===== config.mk =====
export PLATFORM = sky130hd
export DESIGN_NAME = i2c_write_sequencer
export DESIGN_NICKNAME = d
export VERILOG_FILES = /design/src/rtl/i2c_write_sequencer.sv
export SDC_FILE = /design/constraint.sdc
export NUM_CORES = 1
export LEC_CHECK = 0
export CORE_MARGIN = 10
export CORE_UTILIZATION = 26
export DETAILED_ROUTE_END_ITERATION = 10
export SLEW_MARGIN = 20
export SYNTH_ARGS = -nofsm -noshare
export SYNTH_HDL_FRONTEND = slang
export SYNTH_SLANG_ARGS = --single-unit

===== constraint.sdc =====
create_clock -name clk -period 2.88 [get_ports clk]
set_clock_uncertainty 0.05 [all_clocks]
set_input_delay 0.576 -clock clk [delete_from_list [all_inputs] [get_ports clk]]
set_output_delay 0.576 -clock clk [all_outputs]
set_load 0.05 [all_outputs]

===== src/rtl/i2c_write_sequencer.sv =====
`default_nettype none
// +----------------------------------------------------------------------------+
// | Module : i2c_write_sequencer                                               |
// | Brief  : I2C master write controller (START, addr+W, N data bytes, STOP)   |
// | Rev    : 1.0  initial release                                              |
// +----------------------------------------------------------------------------+
module i2c_write_sequencer #(
    parameter int CLK_DIV = 4
) (
    input  logic       clk,
    input  logic       reset,
    input  logic       start,
    input  logic [6:0] addr,
    input  logic [2:0] nbytes,
    input  logic [7:0] wdata,
    input  logic       wdata_valid,
    output logic       wdata_ready,
    output logic       scl_o,
    output logic       sda_o,
    input  logic       sda_i,
    output logic       busy,
    output logic       done,
    output logic       nack
);
    localparam int                 c_DIV_W    = $clog2(CLK_DIV);
    localparam logic [c_DIV_W-1:0] c_DIV_LAST = c_DIV_W'(CLK_DIV - 1);

    localparam logic [2:0] c_ST_IDLE  = 3'd0;
    localparam logic [2:0] c_ST_START = 3'd1;
    localparam logic [2:0] c_ST_ADDR  = 3'd2;
    localparam logic [2:0] c_ST_AACK  = 3'd3;
    localparam logic [2:0] c_ST_WAIT  = 3'd4;
    localparam logic [2:0] c_ST_DATA  = 3'd5;
    localparam logic [2:0] c_ST_DACK  = 3'd6;
    localparam logic [2:0] c_ST_STOP  = 3'd7;

    logic [2:0]         r_state, w_state;
    logic [c_DIV_W-1:0] r_div, w_div;
    logic [1:0]         r_q, w_q;
    logic [2:0]         r_bit, w_bit;
    logic [7:0]         r_shift, w_shift;
    logic [7:0]         r_data, w_data;
    logic               r_have, w_have;
    logic [2:0]         r_left, w_left;
    logic               r_ack, w_ack;
    logic               r_nack, w_nack;
    logic               r_done, w_done;
    logic               r_busy, w_busy;
    logic               r_ready, w_ready;
    logic               r_scl, w_scl;
    logic               r_sda, w_sda;
    logic               w_hs, w_qend, w_slot_end, w_is_ack;

    always_comb begin
        w_state    = r_state;
        w_div      = r_div;
        w_q        = r_q;
        w_bit      = r_bit;
        w_shift    = r_shift;
        w_data     = r_data;
        w_have     = r_have;
        w_left     = r_left;
        w_ack      = r_ack;
        w_nack     = r_nack;
        w_done     = 1'b0;
        w_hs       = r_ready & wdata_valid;
        w_qend     = (r_div == c_DIV_LAST);
        w_slot_end = w_qend && (r_q == 2'd3);

        // IDLE and WAIT hold the divider at zero; every other state runs it
        if (r_state != c_ST_IDLE && r_state != c_ST_WAIT) begin
            w_div = w_qend ? '0 : r_div + 1'b1;
            if (w_qend) begin
                w_q = r_q + 2'd1;
            end
        end

        if (w_hs) begin
            w_data = wdata;
            w_have = 1'b1;
            w_left = r_left - 3'd1;
        end

        case (r_state)
            c_ST_IDLE: begin
                if (start) begin
                    w_state = c_ST_START;
                    w_div   = '0;
                    w_q     = 2'd0;
                    w_bit   = 3'd0;
                    w_shift = {addr, 1'b0};
                    w_left  = nbytes;
                    w_have  = 1'b0;
                    w_ack   = 1'b0;
                    w_nack  = 1'b0;
                end
            end
            c_ST_START: begin
                if (w_slot_end) w_state = c_ST_ADDR;
            end
            c_ST_ADDR, c_ST_DATA: begin
                if (w_slot_end) begin
                    if (r_bit == 3'd7) begin
                        w_state = (r_state == c_ST_ADDR) ? c_ST_AACK : c_ST_DACK;
                    end else begin
                        w_bit   = r_bit + 3'd1;
                        w_shift = {r_shift[6:0], 1'b0};
                    end
                end
            end
            c_ST_AACK, c_ST_DACK: begin
                if (w_qend && r_q == 2'd2) w_ack = sda_i;
                if (w_slot_end) begin
                    w_bit = 3'd0;
                    if (r_ack || (!w_have && w_left == 3'd0)) begin
                        w_state = c_ST_STOP;
                    end else if (w_have) begin
                        w_state = c_ST_DATA;
                        w_shift = w_data;
                        w_have  = 1'b0;
                    end else begin
                        w_state = c_ST_WAIT;
                    end
                end
            end
            c_ST_WAIT: begin
                if (w_hs) begin
                    w_state = c_ST_DATA;
                    w_shift = wdata;
                    w_have  = 1'b0;
                    w_div   = '0;
                    w_q     = 2'd0;
                end
            end
            default: begin
                if (w_slot_end) begin
                    w_state = c_ST_IDLE;
                    w_done  = 1'b1;
                    w_nack  = r_ack;
                end
            end
        endcase

        w_is_ack = (w_state == c_ST_AACK) || (w_state == c_ST_DACK);
        // ready opens only once the slave has ACKed, so a NACK never offers a byte
        w_ready  = ((w_is_ack && w_q == 2'd3 && !w_ack) || (w_state == c_ST_WAIT))
                   && (w_left != 3'd0) && !w_have;
        w_busy   = (w_state != c_ST_IDLE);

        case (w_state)
            c_ST_IDLE:            begin w_scl = 1'b1;  w_sda = 1'b1;            end
            c_ST_START:           begin w_scl = 1'b1;  w_sda = !w_q[1];         end
            c_ST_ADDR, c_ST_DATA: begin w_scl = w_q[1]; w_sda = w_shift[7];     end
            c_ST_AACK, c_ST_DACK: begin w_scl = w_q[1]; w_sda = 1'b1;           end
            c_ST_WAIT:            begin w_scl = 1'b0;  w_sda = 1'b1;            end
            default:              begin w_scl = w_q[1]; w_sda = (w_q == 2'd3);  end
        endcase
    end

    always_ff @(posedge clk) begin
        if (!reset) begin
            r_state <= c_ST_IDLE;
            r_div   <= '0;
            r_q     <= 2'd0;
            r_bit   <= 3'd0;
            r_shift <= 8'd0;
            r_data  <= 8'd0;
            r_have  <= 1'b0;
            r_left  <= 3'd0;
            r_ack   <= 1'b0;
            r_nack  <= 1'b0;
            r_done  <= 1'b0;
            r_busy  <= 1'b0;
            r_ready <= 1'b0;
            r_scl   <= 1'b1;
            r_sda   <= 1'b1;
        end else begin
            r_state <= w_state;
            r_div   <= w_div;
            r_q     <= w_q;
            r_bit   <= w_bit;
            r_shift <= w_shift;
            r_data  <= w_data;
            r_have  <= w_have;
            r_left  <= w_left;
            r_ack   <= w_ack;
            r_nack  <= w_nack;
            r_done  <= w_done;
            r_busy  <= w_busy;
            r_ready <= w_ready;
            r_scl   <= w_scl;
            r_sda   <= w_sda;
        end
    end

    assign wdata_ready = r_ready;
    assign scl_o       = r_scl;
    assign sda_o       = r_sda;
    assign busy        = r_busy;
    assign done        = r_done;
    assign nack        = r_nack;
endmodule
`default_nettype wire


# After elaboration in Yosys (flattened, before gate mapping)
# Index checks and enable logic that the tools add are counted.
# op_classes
bitwise	3
n_reduce_logical	34
eq_ne	25
n_addsub	4
muxes	53
# ops
cell	count
$mux 8	8
$mux 3	15
$pmux 8 s4	1
$eq 3x3->1 const B	7
$mux 2	9
$pmux 3 s5	1
$eq 3x2->1 const B	4
$ne 2x2->1 const B	6
$reduce_bool 3->1	4
$mux 1	11
$logic_not 3->1	3
$pmux 3 s3	1
$eq 2x2->1 const B	4
$logic_and 1x1->1	8
$pmux 2 s2	2
$reduce_and 8->1	1
$reduce_or 2->1	4
$reduce_or 8->1	1
$eq 3x1->1 const B	2
$pmux 1 s2	3
$pmux 1 s3	2
$reduce_or 6->1	1
$reduce_and 5->1	1
$add 2x1->2 const B	2
other kinds (12)	18
# word_totals
reg_bits	37
out_inout_bits	6
input_bits	23
elab_cells	135

# Depth between registers and ports, before layout
# logic_depth
word_depth	15
mapped_depth	8
mapped_depth_nobuf	8

# Worst setup path after synthesis
# Ideal clock, no wire load.
# synth_timing
kind	input to register
startpoint	input port start
endpoint	register r_sda (netlist: sda_o)
required_time_ps	2708
stages	7
setup_ps	122
arrival_time_ps	1988
slack_ps	720
n_path_buf	1
cell_sequence	nor2b_1 -> buf_6 -> and2_4 -> a221o_1 -> a221oi_2 -> nand3_1 -> a311o_1
# synth_between
elab_chain_cells	5
word_cells_on_any_way	18
classes_between	eq/ne: 7; mux: 7; reduce/logical: 4
# synth_lines
element	line	text
start, declared	12	input logic start,
$mux 3	86	if (start) begin
$pmux 3 s5	84	case (r_state)
$eq 3x2->1 (tied with other cells)	150	case (w_state)
$reduce_or 4->1 (no source line) / $reduce_or 2->1 (equally long branches)	n/a	
$pmux 1 s3 (*)	150	
end signal, assigned	192	r_sda <= w_sda;
end, declared	51	logic r_sda, w_sda;
# Mark *: on every way between the ends. The rest lies on a longest branch, timed or not. The select of a mux whose other input is x is not followed.
# A chain may end at the register's enable or synchronous reset.

# Final worst setup path
# layout_timing
startpoint	input port wdata_valid
endpoint	register r_sda (netlist: sda_o)
# layout_between
elab_chain_cells	11
word_cells_on_any_way	32
classes_between	eq/ne: 7; mux: 16; bitwise: 1; reduce/logical: 8
# layout_lines
element	line	text
start, declared	16	input logic wdata_valid,
$and 1x1->1 (*)	66	w_hs = r_ready & wdata_valid;
$mux 3 / $mux 1 (equally long branches)	78	if (w_hs) begin
$logic_not 3->1 / $logic_not 1->1 (equally long branches)	115	if (r_ack || (!w_have && w_left == 3'd0)) begin
$logic_and 1x1->1	115	
$logic_or 1x1->1	115	
$mux 2	115	
$mux 3	113	if (w_slot_end) begin
$pmux 3 s5	84	
$eq 3x2->1 (tied with other cells)	150	
$reduce_or 4->1 (no source line) / $reduce_or 2->1 (equally long branches)	n/a	
$pmux 1 s3 (*)	150	
# Marked as above.

==> qor.yml <==
synth:
  synth-seq-cells: 37
  ys.flop_type: "dfxtp_1"
  synthesis.nets: 270
  synth_top_cell_area_share_pct: 35.60
  synth_area_leaders: "dfxtp_1 36%, nor2_1 5.6%, a21oi_1 4.3%"
  synth_warnings: 0
  ys_types: 58
  netlist_area_um2: 2081
  yosysSeqAreaShare_pct: 35.60
  async_reset_ff_share_pct: 0
  avgSynthCellArea_um2: 8.634
  syn_inst: 241
  synth_enable_flop_cells: 0
  synth_top_area_cell: "dfxtp_1"
clock_network:
  ctsHoldBuffers: 0
  cts_tree: "built"
  htreeDepth: 2
  cts.sink_count: 37
  clkLatencyLatePin_ns: 0.29
  post_cts_buffers: 0
  root_buffer: "clkbuf_8"
  cts_resized: 0
  clk_pin_slew_ns: 0.08
  cts_buffers: 5
  cts_max_path_buffers: 2
global_route:
  grt_max_degree: 19
  grt_overflow_total: 0
  antenna_found_initial: 0
  grt_use_total_pct: 9.777
  grt_pass1_wl_um: 9349
  grt_pass1_vias: 1923
place:
  dpl.hpwl_um: 4300
  portBuffers: 28
  post-place-ws_ns: 0.1034
  place_inst: 367
  gp_congestion: 0.9017
cells_and_area:
  final_cell_mix: "37 x dfxtp_1, 31 x nor2_1, 28 x clkdlybuf4s50_1"
  fin_nets: 301
  multi_input_area_um2: 1220
  final_cells: 375
  syn2layout_area_growth_pct: 24.29
  final_common_cell: "dfxtp_1"
  fillerInstances: 820
  drive_above_1_share_pct: 9.524
  seqCellArea_um2: 740.7
  antenna_cells: 0
detailed_routing:
  wire_per_inst_um: 15.17
  maxUsedRoutingLayer: "met4"
  vias_per_cell: 5.171
  wl_met2_um: 2592
  routed_wl_um: 5687
  detail_route.iter0.violations: 130
  wl_met3_um: 363
  vias: 1939
  met1_length_um: 2617
  drc: 0
  ant_nets: 0
  drt_pre_antenna_iters: 5
sta:
  timing.slew.headroom_pct: 64.80
  hold_slack_ns: 0.4140
  setup_ws_ns: 0.3873
  max_freq_ghz: 0.4012
  finalMaxSlewViolations: 0
  period_share_pct: 86.55
  hold_viol: 0
  period_needed_ns: 2.493
  setup_viol: 0
  rsz0062_at_grt: "false"
  worst-slew-pin-transition_ns: 0.5269
  setup_tns_ns: 0
worst_setup_path:
  crit_required_ns: 3.01
  critPathKind: "in -> reg"
  worstPathArrival_ns: 2.63
  critPathMaxFanout: 7
  worstSetupStartpointType: "input pin"
  cp-end-kind: "flip-flop"
die:
  fp.dieArea_um2: 11980
  die_h_um: 109.5
  row_count: 32
  initial_core_util_pct: 26.79
  die_w_um: 109.5
  core_um2: 7767
  io-pin-count: 29
power:
  clockPowerShare_pct: 41.3
  p_leak_nw: 0.9702
  powerDensity_nw_per_um2: 451.1
  power.switching_mw: 0.2895
  p_seq_share_pct: 46.0
  switching_share_pct: 24.82
  p_comb_share_pct: 12.7
  cellInternalPower_mw: 0.8771
  max-vdd-ir-drop_uv: 215.5
outcome:
  run_status: "finished, final reports clean"
hold_path:
  hp-class: "reg -> reg"
flow_run:
  maxCapViolCount: 0
## layout make-up
cell class                      instances  share of cell area, %
Inverter                                8                  1.161
Tap cell                              102                  4.935
Multi-Input combinational cell        183                  47.17
Timing Repair Buffer                   37                  13.45
Sequential cell                        37                  28.64
Clock buffer                            6                  3.193
Clock inverter                          2                  1.451
## per-layer routing
layer / up-vias / GRT usage, %
met2: 63 / 15.55
met3: 10 / 2.867
met4: 0 / 3.903
met1: 908 / 12.15
li1: 958 / -
met5: - / 0
## power by group through the flow
stage	clock (mW)	sequential [mW]	combinational (mW)
after floorplan	0	0.548	0.0902
after global placement	0	0.549	0.146
after detailed placement	0	0.549	0.147
after CTS	0.493	0.537	0.148
after global routing	0.514	0.539	0.162
final	0.482	0.537	0.148
## flip-flops by register name, summed over array words and instances, names as in the netlist, 2 cells and up
| name | flops |
|---|---|
| r_data | 8 |
| r_shift | 8 |
| r_bit | 3 |
| r_left | 3 |
| r_state | 3 |
| r_div | 2 |
| r_q | 2 |
## cells by family (layout without fill, tap and decap cells)
| group | count (synthesis) | after routing | synth area share (%) |
|---|---|---|---|
| AND/OR/NAND/NOR | 87 | 87 | 20.15 |
| AO/OA/AOI/OAI | 76 | 76 | 27.60 |
| flip-flops | 37 | 37 | 35.60 |
| buffers and inverters | 21 | 53 | 5.772 |
| multiplexers | 8 | 8 | 3.849 |
| adder cells (fa/ha/maj) | 6 | 6 | 3.608 |
| XOR/XNOR | 6 | 6 | 3.428 |
## worst max-delay path, stage by stage
cell and delay, ns:
clkdlybuf4s50_1 0.52, and3_1 0.24, o21a_1 0.21, a311oi_1 0.45, o32a_1 0.23, o221ai_1 0.13, a311o_1 0.28
## per-stage QoR
step / instance area, um2 / power, mW / util [%]
2_1_floorplan: 2081 / 0.6384 / -
3_3_place_gp: 2466 / 0.6943 / 31.75
3_5_place_dp: 2466 / 0.6958 / 31.75
4_1_cts: 2586 / 1.177 / 33.30
5_1_grt: 2586 / 1.215 / 33.30
6_report: 2586 / 1.167 / 33.30
## cell usage after synthesis, drive strengths merged (3+ instances only)
cell	number
ha	6
a221oi	6
xnor2	4
or3b	3
a22oi	3
nand3	11
nand2b	3
o21ai	6
mux2i	8
buf	10
clkbuf	3
and2	4
dfxtp	37
a211oi	3
nor2	31
a31oi	4
nand3b	3
and3	3
o22ai	5
o211ai	4
a32oi	3
nor3	6
a21oi	19
inv	8
nand2	17
## worst paths after layout
path	start	endpoint	slack, ns	depth (start not counted)
hold / removal	r_data[7]	r_data[7]	0.41	2
hold reg to reg	r_data[7]	r_data[7]	0.41	2
setup / recovery	wdata_valid	sda_o	0.39	7
setup reg to reg	r_div[0]	sda_o	0.39	7
Power figures use the tool's default switching activity.
